==> src/rtl/reg_bank_arbiter.sv <==
// reg_bank_arbiter
//   Round-robin arbiter that lets NREQ requesters write one of NREG bank
//   registers over a shared d bus. Each transaction runs three cycles:
//   IDLE (sample req) -> WRITE (one reg_we pulse) -> ACK (ack/err pulse).
//
// Ports
//   clk     rising-edge clock
//   rst     synchronous active-low reset
//   req     [NREQ]        level write requests
//   addr    [NREQ*AW]     per-requester register index, slice i = [i*AW +: AW]
//   wdata   [NREQ*WIDTH]  per-requester write data, slice i = [i*WIDTH +: WIDTH]
//   gnt     [NREQ]        one-hot grant, held through WRITE and ACK
//   ack     [NREQ]        one-cycle completion pulse in ACK
//   err     1             pulse with ack when the latched index is >= NREG
//   reg_we  [NREG]        one-hot bank write enables (WRITE only)
//   reg_d   [WIDTH]       shared bank data bus
//   busy    1             high whenever not IDLE
//
// AW must satisfy 2**AW >= NREG.
module reg_bank_arbiter #(
  parameter int WIDTH = 16,
  parameter int NREQ  = 4,
  parameter int NREG  = 8,
  parameter int AW    = 4
) (
  input  logic                    clk,
  input  logic                    rst,
  input  logic [NREQ-1:0]         req,
  input  logic [NREQ*AW-1:0]      addr,
  input  logic [NREQ*WIDTH-1:0]   wdata,
  output logic [NREQ-1:0]         gnt,
  output logic [NREQ-1:0]         ack,
  output logic                    err,
  output logic [NREG-1:0]         reg_we,
  output logic [WIDTH-1:0]        reg_d,
  output logic                    busy
);

  localparam int PW = (NREQ > 1) ? $clog2(NREQ) : 1;

  typedef enum logic [1:0] {IDLE, WRITE, ACK} state_t;

  state_t          state, state_nxt;
  logic [PW-1:0]   ptr, win, win_nxt;
  logic            found;
  logic [AW-1:0]   laddr;
  logic [WIDTH-1:0] ldata;

  logic [AW-1:0]    addr_a  [NREQ];
  logic [WIDTH-1:0] wdata_a [NREQ];

  // per-requester slicing and grant/ack decode
  for (genvar i = 0; i < NREQ; i++) begin : g_req
    assign addr_a[i]  = addr[i*AW +: AW];
    assign wdata_a[i] = wdata[i*WIDTH +: WIDTH];
    assign gnt[i]     = (state != IDLE) && (win == PW'(i));
    assign ack[i]     = (state == ACK)  && (win == PW'(i));
  end

  // An out-of-range index matches no decoder, so reg_we stays all-zero.
  for (genvar j = 0; j < NREG; j++) begin : g_we
    assign reg_we[j] = (state == WRITE) && (laddr == AW'(j));
  end

  // Round-robin pick: first asserted req scanning upward from ptr, wrapping.
  always_comb begin
    win_nxt = ptr;
    found   = 1'b0;
    for (int off = 0; off < NREQ; off++) begin
      if (!found && req[(int'(ptr) + off) % NREQ]) begin
        found   = 1'b1;
        win_nxt = PW'((int'(ptr) + off) % NREQ);
      end
    end
  end

  always_ff @(posedge clk) begin
    if (!rst) state <= IDLE;
    else      state <= state_nxt;
  end

  always_comb begin
    state_nxt = state;
    case (state)
      IDLE:    if (found) state_nxt = WRITE;
      WRITE:   state_nxt = ACK;
      ACK:     state_nxt = IDLE;
      default: state_nxt = IDLE;
    endcase
  end

  // Winner, address and data are captured only on leaving IDLE, so req/addr/
  // wdata activity during WRITE/ACK cannot disturb the transaction.
  always_ff @(posedge clk) begin
    if (!rst) begin
      ptr   <= '0;
      win   <= '0;
      laddr <= '0;
      ldata <= '0;
    end else begin
      if (state == IDLE && found) begin
        win   <= win_nxt;
        laddr <= addr_a[win_nxt];
        ldata <= wdata_a[win_nxt];
      end
      if (state == ACK)
        ptr <= (win == PW'(NREQ-1)) ? '0 : win + 1'b1;
    end
  end

  // The latched data doubles as the bus, so it holds between writes.
  assign reg_d = ldata;
  assign err   = (state == ACK) && (int'(laddr) >= NREG);
  assign busy  = (state != IDLE);

endmodule

==> config.mk <==
export PLATFORM = sky130hd
export DESIGN_NAME = reg_bank_arbiter
export DESIGN_NICKNAME = d
export VERILOG_FILES = /design/src/rtl/reg_bank_arbiter.sv
export SDC_FILE = /design/constraint.sdc
export NUM_CORES = 1
export LEC_CHECK = 0
export ABC_AREA = 1
export BUFFER_PORTS_ARGS = -buffer_cell sky130_fd_sc_hd__buf_2
export CORE_MARGIN = 4
export CORE_UTILIZATION = 47
export CTS_BUF_LIST = sky130_fd_sc_hd__clkbuf_4 sky130_fd_sc_hd__clkbuf_8
export DETAILED_ROUTE_END_ITERATION = 8
export PLACE_DENSITY_LB_ADDON = 0.08
export SETUP_SLACK_MARGIN = 0.15
export SYNTH_ARGS = -nofsm -noshare
export SYNTH_HDL_FRONTEND = slang
export SYNTH_SLANG_ARGS = --single-unit
==> constraint.sdc <==
create_clock -name clk -period 2.45 [get_ports clk]
set_clock_uncertainty 0.05 [all_clocks]
set_input_delay 0.245 -clock clk [delete_from_list [all_inputs] [get_ports clk]]
set_output_delay 0.245 -clock clk [all_outputs]
set_load 0.01 [all_outputs]
==> impl_metrics.yaml <==
critical_path:
  startpoint_type: "flip-flop"
  crit_path_frequent_cell: "nand2_1"
  critPathMaxStageDelay_ns: 0.35
  criticalPathCategory: "flip-flop to flip-flop"
  r2r_setup_slack_ns: 0.34
  critPathCaptureType: "flip-flop"
  worstPathRequired_ns: 2.58
  crit_fanout: 27
  worstPathArrival_ns: 2.24
  crit_chain: "buf_4, nand2_1, nand2_2, nand2_1, nand2_2, nand2_1, nand2_1, nand2_1, nand2_4, nand2_8, buf_12, nand2_1, nand2_1, nand2_1, nand3_1, nand2_1, inv_1"
  crit_slowest_cell: "dfxtp_1"
layout:
  fillers: 486
  syn_to_final_growth_pct: 29.2
  layout.nets: 611
  seqCellArea_sq_um: 522
  num_antenna_cells: 0
  final_common_cell: "nand2_1"
  multi_input_area_sq_mm: 0.00151
  drive_gt1_share_pct: 29.2
  final_cell_mix: "nand2_1 (152), buf_2 (119), nor2_1 (74)"
route:
  wl_mm: 6.52
  drtIter0Drc: 91
  dr.pass1.iters: 4
  drc_errors: 0
  drt-vias-per-instance: 4.83
  wl_per_cell_um: 11.4
  postRouteAntennaNets: 0
  vias: 2773
grt:
  grt_pass1_vias: 2542
  overflow: 0
  grt_max_degree: 41
  grt_pass1_wl_mm: 10.6
  track_usage_pct: 20.8
  antenna_found_initial: 0
clock_network:
  cts_sinks: 26
  cts_buffers: 3
  cts.clk_slew.worst_paths_ns: 0.09
  clockBufferDepth: 2
  clk_latency_ns: 0.27
  cts_tree: "built"
  cts-root-buf: "clkbuf_8"
  h-tree-depth: 1
timing:
  relSlewSlack_pct: 53.5
  fmax_mhz: 474
  tns_ns: 0
  period_share_pct: 86.0
  final.min_clock_period_ns: 2.11
  hold_viol_final: 0
  tightest_slew_ns: 0.696
  final_max_slew_viol_count: 0
  setup_viol: 0
  rsz0062_at_grt: "false"
  hold_slack_ns: 0.193
floorplan:
  dieHeight_um: 77.6
  start_util_pct: 48.5
  pin_count: 120
  placementRows: 25
  dieArea_sq_mm: 0.00602
  core_area_sq_mm: 0.00469
  die_x_um: 77.6
pwr:
  power_density_mw_per_mm2: 720
  peakVddDrop_mv: 0.396
  p_leak_nw: 1.81
hold_path:
  hold_class: "input pin to flip-flop"
synthesis:
  ys_types: 24
  yosysWarnings: 0
  synth_area_sq_mm: 0.00228
  ys_ff_latch: 26
  ys_seq_area_share_pct: 22.9
  avgSynthCellArea_sq_um: 5.51
  syn-instance-count: 413
  syn_nets: 503
place:
  dpl.hpwl_mm: 5.01
  io_buffers: 119
  globalplace.congestion: 0.806
run:
  cap_violations: 0
outcome:
  status: "finished, final reports clean"
==> through the flow <==
stage	power (mW)	utilization, %	cells	area, sq um	worst slack [ns]
after CTS	2.10	61.9	574	2910	0.198
after global placement	1.80	60.7	570	2850	0.269
after floorplan	1.51	-	413	2280	0.687
after detailed placement	1.82	60.7	570	2850	0.227
after global routing	2.33	62.7	574	2940	0.165
final	2.12	62.7	574	2940	0.343
==> power by group <==
| group | switching [mW] | internal (mW) | total (mW) |
|---|---|---|---|
| combinational | 0.787 | 0.448 | 1.23 |
| clock | 0.137 | 0.144 | 0.281 |
| sequential | 0.0670 | 0.536 | 0.604 |
| total | 0.990 | 1.13 | 2.12 |
==> worst max-delay path: cells and delay by family, from the launching register on <==
family / cells / cell delay [ns]
simple gates: 14 / 1.20
flops: 1 / 0.35
buf+inv: 3 / 0.39
==> kinds of logic after synthesis <==
| family | Yosys count | share of synthesized area (%) |
|---|---|---|
| DFF | 26 | 22.9 |
| and+or+nand+nor | 307 | 57.4 |
| buffers and inverters | 53 | 11.5 |
| adders and majority gates | 4 | 2.20 |
| AOI/OAI and AO/OA | 23 | 5.99 |
==> cell type report <==
| class | count | area share, % |
|---|---|---|
| clock buffer | 4 | 1.87 |
| tap | 54 | 2.30 |
| inverter | 32 | 4.26 |
| sequential | 26 | 17.7 |
| multi-input combinational | 334 | 51.4 |
| timing repair buffer | 124 | 22.4 |
==> layer usage <==
layer | track usage [%] | wire (um) | vias to the layer above
li1 | - | - | 1495
met1 | 23.1 | 2840 | 1205
met2 | 40.3 | 3260 | 69
met3 | 4.87 | 389 | 4
met4 | 2.67 | 33 | 0
met5 | 0 | 0 | -
==> worst paths after layout <==
kind	depth (start not counted)	endpoint	start
min reg2reg	1	state[1]	state[1]
max reg2reg	17	laddr[3]	ptr[0]
max	17	laddr[3]	ptr[0]
min	3	win[1]	rst
==> synth_stat cells <==
master,count,share of area (%)
ha_1,4,2.2
nand2_2,14,3.8
o211ai_2,1,0.55
buf_4,4,1.3
nand4_4,1,0.93
o21ai_0,4,0.88
nand3_1,62,14
o21ai_1,9,2.0
a21oi_1,7,1.5
buf_6,5,2.5
a211oi_1,1,0.33
buf_2,6,1.3
o21ai_4,1,0.71
nand2_4,1,0.49
inv_1,29,4.8
nor3_1,1,0.22
nand4_2,1,0.55
inv_4,1,0.28
nor2_1,74,12
clkbuf_1,6,0.99
nand2_1,152,25
nor2_4,1,0.49
dfxtp_1,26,23
inv_2,2,0.33
==> what timing repair did <==
action                                 in CTS  in global routing
buffers inserted                            0                  0
setup endpoints to repair                   0                 21
endpoints found under the hold margin       0                  0
hold buffers                                0                  0
resized for setup                           0                  9
==> state kept, by name, summed over array words and instances (netlist names) <==
name   flops
reg_d     16
laddr      4
ptr        2
state      2
win        2
Power figures use the tool's default switching activity.
